### src/rtl/sigmoid_if.sv
// Sample bundle for the sigmoid unit.
// Carries the 19-bit float in and the 12-bit float out.
interface sigmoid_if;
  logic        Sign;
  logic [5:0]  Exponent;
  logic [11:0] Mantissa;
  logic        SignOut;
  logic [4:0]  ExponentOut;
  logic [5:0]  MantissaOut;

  modport master (
    output Sign, Exponent, Mantissa,
    input  SignOut, ExponentOut, MantissaOut
  );

  modport slave (
    input  Sign, Exponent, Mantissa,
    output SignOut, ExponentOut, MantissaOut
  );
endinterface

### src/rtl/sigmoid_unit.sv
// Three-stage PLAN sigmoid: float19 -> Q4.12 -> Q1.16 -> float12.
// Define SIGMOID_ROUND_EN for round-to-nearest in the last stage.
module sigmoid_unit (
  input  logic      Clock,
  input  logic      ResetN,
  sigmoid_if.slave  bus
);

  typedef struct packed {
    logic        vld;
    logic        sgn;
    logic        big;
    logic [15:0] mag;
  } s1_t;

  typedef struct packed {
    logic        vld;
    logic [16:0] y;
  } s2_t;

  s1_t s1_d, s1_q;
  s2_t s2_d, s2_q;

  logic [4:0] exp_d, exp_q;
  logic [5:0] man_d, man_q;

  logic signed [6:0] e;
  logic [6:0]        ne;
  logic [12:0]       sig;
  logic              is_zero;
  logic              is_big;
  logic              is_pos;
  logic              is_neg;

  always_comb begin
    e       = $signed({1'b0, bus.Exponent}) - 7'sd31;
    ne      = 7'(-e);
    sig     = {1'b1, bus.Mantissa};
    is_zero = (bus.Exponent == 6'd0)
            || (e < -7'sd12);
    is_big  = (e >= 7'sd3);
    is_pos  = (e >= 7'sd0) && (e < 7'sd3);
    is_neg  = (e < 7'sd0) && (e >= -7'sd12)
            && (bus.Exponent != 6'd0);
    s1_d     = '0;
    s1_d.vld = 1'b1;
    s1_d.sgn = bus.Sign;
    unique case (1'b1)
      is_zero: s1_d.mag = '0;
      is_big:  s1_d.big = 1'b1;
      is_pos:  s1_d.mag = 16'(sig) << e[1:0];
      is_neg:  s1_d.mag = 16'(sig) >> ne[3:0];
      default: s1_d.mag = '0;
    endcase
  end

  logic [15:0] m;
  logic [16:0] p;
  logic        sat;
  logic        seg_hi;
  logic        seg_mid;
  logic        seg_lo;

  // Segment slopes are powers of two, so each is a plain shift of m.
  always_comb begin
    m       = s1_q.mag;
    sat     = s1_q.big || (m >= 16'd20480);
    seg_hi  = !sat && (m >= 16'd9728);
    seg_mid = !sat && !seg_hi
            && (m >= 16'd4096);
    seg_lo  = !sat && (m < 16'd4096);
    p = '0;
    unique case (1'b1)
      sat:     p = 17'h10000;
      seg_hi:  p = 17'(m >> 1) + 17'd55296;
      seg_mid: p = (17'(m) << 1) + 17'd40960;
      seg_lo:  p = (17'(m) << 2) + 17'd32768;
      default: p = '0;
    endcase
    s2_d.vld = s1_q.vld;
    s2_d.y   = s1_q.sgn
             ? 17'h10000 - p : p;
  end

  logic [4:0]  k;
  logic        nz;
  logic [4:0]  sh;
  logic [16:0] norm;
  logic [4:0]  exp_t;
  logic [5:0]  man_t;
`ifdef SIGMOID_ROUND_EN
  logic [6:0]  man_r;
`endif

  always_comb begin
    k  = '0;
    nz = 1'b0;
    for (int i = 0; i < 17; i++) begin
      if (s2_q.y[i]) begin
        k  = 5'(i);
        nz = 1'b1;
      end
    end
    sh    = 5'd16 - k;
    norm  = s2_q.y << sh;
    exp_t = k - 5'd1;
    man_t = norm[15:10];
`ifdef SIGMOID_ROUND_EN
    man_r = {1'b0, man_t} + {6'd0, norm[9]};
    if (man_r[6]) begin
      exp_t = exp_t + 5'd1;
      man_t = '0;
    end else begin
      man_t = man_r[5:0];
    end
    if (exp_t > 5'd15) begin
      exp_t = 5'd15;
      man_t = '0;
    end
`endif
    exp_d = '0;
    man_d = '0;
    // Results below 2^-14 have no encoding; flush them to zero.
    if (s2_q.vld && nz && (k >= 5'd2)) begin
      exp_d = exp_t;
      man_d = man_t;
    end
  end

  always_ff @(posedge Clock) begin
    if (!ResetN) begin
      s1_q  <= '0;
      s2_q  <= '0;
      exp_q <= '0;
      man_q <= '0;
    end else begin
      s1_q  <= s1_d;
      s2_q  <= s2_d;
      exp_q <= exp_d;
      man_q <= man_d;
    end
  end

  assign bus.SignOut     = 1'b0;
  assign bus.ExponentOut = exp_q;
  assign bus.MantissaOut = man_q;

endmodule

### src/flat_wrapper.sv
// flat-port wrapper written by rule: the top's interface ports become plain ports
module sigmoid_unit_flat 
  (Clock, ResetN, bus_Sign, bus_Exponent, bus_Mantissa, bus_SignOut, bus_ExponentOut, bus_MantissaOut);
  sigmoid_if bus_i ();
  input  logic Clock;
  input  logic ResetN;
  input wire logic [$bits(bus_i.Sign)-1:0] bus_Sign;
  input wire logic [$bits(bus_i.Exponent)-1:0] bus_Exponent;
  input wire logic [$bits(bus_i.Mantissa)-1:0] bus_Mantissa;
  output wire logic [$bits(bus_i.SignOut)-1:0] bus_SignOut;
  output wire logic [$bits(bus_i.ExponentOut)-1:0] bus_ExponentOut;
  output wire logic [$bits(bus_i.MantissaOut)-1:0] bus_MantissaOut;
  assign bus_i.Sign = bus_Sign;
  assign bus_i.Exponent = bus_Exponent;
  assign bus_i.Mantissa = bus_Mantissa;
  assign bus_SignOut = bus_i.SignOut;
  assign bus_ExponentOut = bus_i.ExponentOut;
  assign bus_MantissaOut = bus_i.MantissaOut;
  sigmoid_unit u_core (.Clock(Clock), .ResetN(ResetN), .bus(bus_i));
endmodule
### config.mk
export PLATFORM = sky130hd
export DESIGN_NAME = sigmoid_unit_flat
export DESIGN_NICKNAME = d
export VERILOG_FILES = /design/src/rtl/sigmoid_if.sv /design/src/rtl/sigmoid_unit.sv /design/src/flat_wrapper.sv
export SDC_FILE = /design/constraint.sdc
export NUM_CORES = 1
export LEC_CHECK = 0
export ABC_CLOCK_PERIOD_IN_PS = 10400
export CAP_MARGIN = 10
export CORE_MARGIN = 1
export CORE_UTILIZATION = 40
export CTS_BUF_LIST = sky130_fd_sc_hd__clkbuf_4 sky130_fd_sc_hd__clkbuf_8
export DETAILED_ROUTE_END_ITERATION = 10
export PLACE_DENSITY = 0.57
export SETUP_SLACK_MARGIN = 0.05
export SYNTH_ARGS = -nofsm -noshare
export SYNTH_HDL_FRONTEND = slang
export SYNTH_SLANG_ARGS = --single-unit
### constraint.sdc
create_clock -name Clock -period 10.4 [get_ports Clock]
set_input_delay 2.08 -clock Clock [delete_from_list [all_inputs] [get_ports Clock]]
set_output_delay 2.08 -clock Clock [all_outputs]
set_load 0.05 [all_outputs]
==> run metrics <==
status complete, no violations; Mapped Area 4199 um^2; fin. max-slew vios 0; top cell type's share of synthesized area 22.88%; M3 GR Usage 2.444%; register area share after synthesis 22.88%; layout cells sized above 1 6.806%; nets 607; #FFs+latches synth 48; number of filler instances in the final layout 1,040; HP Class reg2reg; Int Pwr 353.7 uW; port bufs 31; Clock power frac 25.8%; met1 GRT Util 25.93%; Synth Warn # 0; # diodes 0; Slowest Stage Delay on Critical Path 0.97 ns; clock skew 0.01245 ns; hold path depth 1; average instance area after synthesis 7.432 um^2; vias per cell 5.946; P&R area growth vs syn 11.32%; Crit Reg-Reg Endpoint u_core.bus.MantissaOut[5]$_SDFF_PP0_; Comb pwr share 38.3%; ANT nets after route 0; Setup Crit Path Kind in2reg; Synth Net Count 600; io pins 33; Final Instance Area 4674 um^2; top cells by count, synth nor2_1 (62), a21oi_1 (50), nand2_1 (50), dfxtp_1 (48), o21ai_0 (33); hold_ws 0.4374 ns; most common cell in the synthesized netlist nor2_1; Slew headroom 36.41%; drt drc 0; TritonCTS clock tree yes; Initial Utilization 41.04%; CTS buffer count 5; R2R cell count 12; core area 10,230 um^2; Routed WL per cell 15.82 um; worst skew pair latency 0.30 ns; GRT Overall Usage 20.81%; Clock Root Buffer clkbuf_8; GR Overflow Total 0; RePlAce Congestion 0.9433; Max IR drop VDD 0.08268 mV; Pwr per Cell Area 119.1 nW/um^2; final setup vio count 0; CP dominant cell by count o21a_1; post-synth top area cell dfxtp_1; CP max-delay cell ha_1; H-tree depth 2; Die W 104.5 um; critical hold path startpoint u_core.s1_q[18]$_DFF_P_; Post-synth EDFFs 0; f_max 0.1761 GHz; largest net degree at the start of global routing 42; largest cells by area after synthesis dfxtp_1 (23%), a21oi_1 (6.0%), nor2_1 (5.5%); Final period util 54.59%; Die H 104.5 um; CTS sink count 48; Syn Inst Count 565; Post-Place Cell Area 4548 um^2; initial antenna violation count 0; CTS resizes 0; total number of vias 4,216; Main synth FF type dfxtp_1; Sw Pwr 202.8 uW; worst slew pin tran 0.9504 ns; clock slew at reported path FFs 0.08 ns; FFs w/ async S/R, synth 0%; DPL Wire Length 8.702 mm; routed wire length 11.21 mm; Final min period 5.678 ns; Max-cap violations 0; busiest grt layer met2; FP Rows 37; Leak 0.001705 uW; startpoint type of the worst setup path input port; First-pass DRT Iterations 5; first-pass GRT wire length 18.70 mm; setup TNS 0 ns; critical path arrival 5.87 ns; unrepaired setup endpoints after global routing false; fin worst setup slack 4.722 ns; crit-path cells clkdlybuf4s50_1, buf_4, inv_1, ha_1, nand3_1, o21a_1, o21ai_0, nand2_1, and3_1, o21a_1, o21a_1; WP data required 10.59 ns; dpl ws 4.463 ns; Flop pwr share 35.8%; worst-path fanout max 41; number of global-route vias before repair 3,773; hold_buf cts 0; CP endpoint kind flop; reg-to-reg setup timing slack 6.43 ns; final hold vios 0; clk buf depth 2; die area 10,910 um^2; FF-to-FF Start u_core.s2_q[12]$_SDFF_PN0_; Hold EP u_core.s2_q[17]$_SDFF_PN0_; Switching Share 36.45%; postcts setup bufs 0; met2 Usage GRT 36.14%; Unique masters post-synth 67; Starting DRT DRC Count 220
[layer usage]
metal	vias up	part of all wire (%)	routed length (um)
li1	2109	-	-
met1	1964	44	4952
met2	123	50	5588
met3	20	3.6	405
met4	0	2.4	267
met5	-	0	0
[layout by cell type (no fill, tap or decap), types with 4 or more instances in the layout]
master,count
and3_1,6
o21a_1,6
a31oi_1,7
nand3_1,17
a21oi_1,50
ha_1,14
nand2_1,50
nor3b_1,5
and2_1,12
a211oi_1,11
nand2b_1,14
mux2_2,5
dfxtp_1,48
nor2_1,62
clkbuf_8,7
clkdlybuf4s50_1,31
nor3_1,22
mux4_2,4
or2_2,9
xor2_1,4
or3_1,6
mux2i_1,14
a41oi_1,4
a311o_1,5
inv_1,19
o21ai_0,33
xnor2_1,8
a221o_1,6
o31ai_1,6
nor2b_1,11
o211ai_1,7
[critical path: cells and delay by family]
| kind | cells | cell delay (ns) |
|---|---|---|
| and+or+nand+nor | 3 | 0.79 |
| adders and majority gates | 1 | 0.97 |
| buffers and inverters | 3 | 1.06 |
| AOI/OAI and AO/OA | 4 | 0.94 |
[cell families (layout without fill, tap and decap cells)]
family | count (synthesis) | count (layout) | synth area share (%)
other cells | 1 | 1 | 0.08931
buf+inv | 53 | 61 | 5.185
simple gates | 231 | 231 | 28.25
fa+ha+maj | 14 | 14 | 4.172
mux | 23 | 23 | 6.823
flops | 48 | 48 | 22.88
xor+xnor | 12 | 12 | 2.503
compound gates | 183 | 183 | 30.10
[sequential cells by signal, indices dropped and copies added, names as in the netlist]
| register | cells |
|---|---|
| u_core.s2_q | 18 |
| u_core.m | 16 |
| u_core.bus.ExponentOut | 5 |
| u_core.bus.MantissaOut | 6 |
| u_core.s1_q | 3 |
[worst max path at each step]
stage,startpoint,end,slack [ns],cells past startpoint
floorplan,bus_Exponent[0],u_core.m[1]$_SDFF_PN0_,6.30,11
global placement,bus_Exponent[0],u_core.m[2]$_SDFF_PN0_,4.60,11
detailed placement,bus_Exponent[0],u_core.m[2]$_SDFF_PN0_,4.46,11
CTS,bus_Exponent[0],u_core.m[2]$_SDFF_PN0_,4.79,11
global route,bus_Exponent[0],u_core.m[2]$_SDFF_PN0_,4.36,11
finish,bus_Exponent[0],u_core.m[2]$_SDFF_PN0_,4.72,11
[layout make-up]
type | instances | area [um^2] | share of cell area [%]
multi-input combinational | 464 | 3020 | 64.61
sequential | 48 | 960.9 | 20.56
inverter | 21 | 78.83 | 1.686
timing repair buffer | 32 | 317.8 | 6.799
tap | 136 | 170.2 | 3.640
clock buffer | 7 | 96.34 | 2.061
clock inverter | 1 | 30.03 | 0.6424
[power by group through the flow]
stage | Combinational (uW) | Sequential, uW | Clock (uW)
finish | 213 | 199 | 144
global route | 234 | 201 | 159
CTS | 211 | 199 | 148
detailed placement | 210 | 204 | 0
global placement | 210 | 204 | 0
floorplan | 157 | 207 | 0
[per-stage QoR]
stage,power (uW),std cells,util [%]
finish,556.6,709,45.69
global route,593.8,709,45.69
CTS,559.0,709,45.69
detailed placement,414.0,701,44.45
global placement,413.7,701,44.45
floorplan,364.5,565,-
Note: power is estimated with default switching activity, not from simulation.
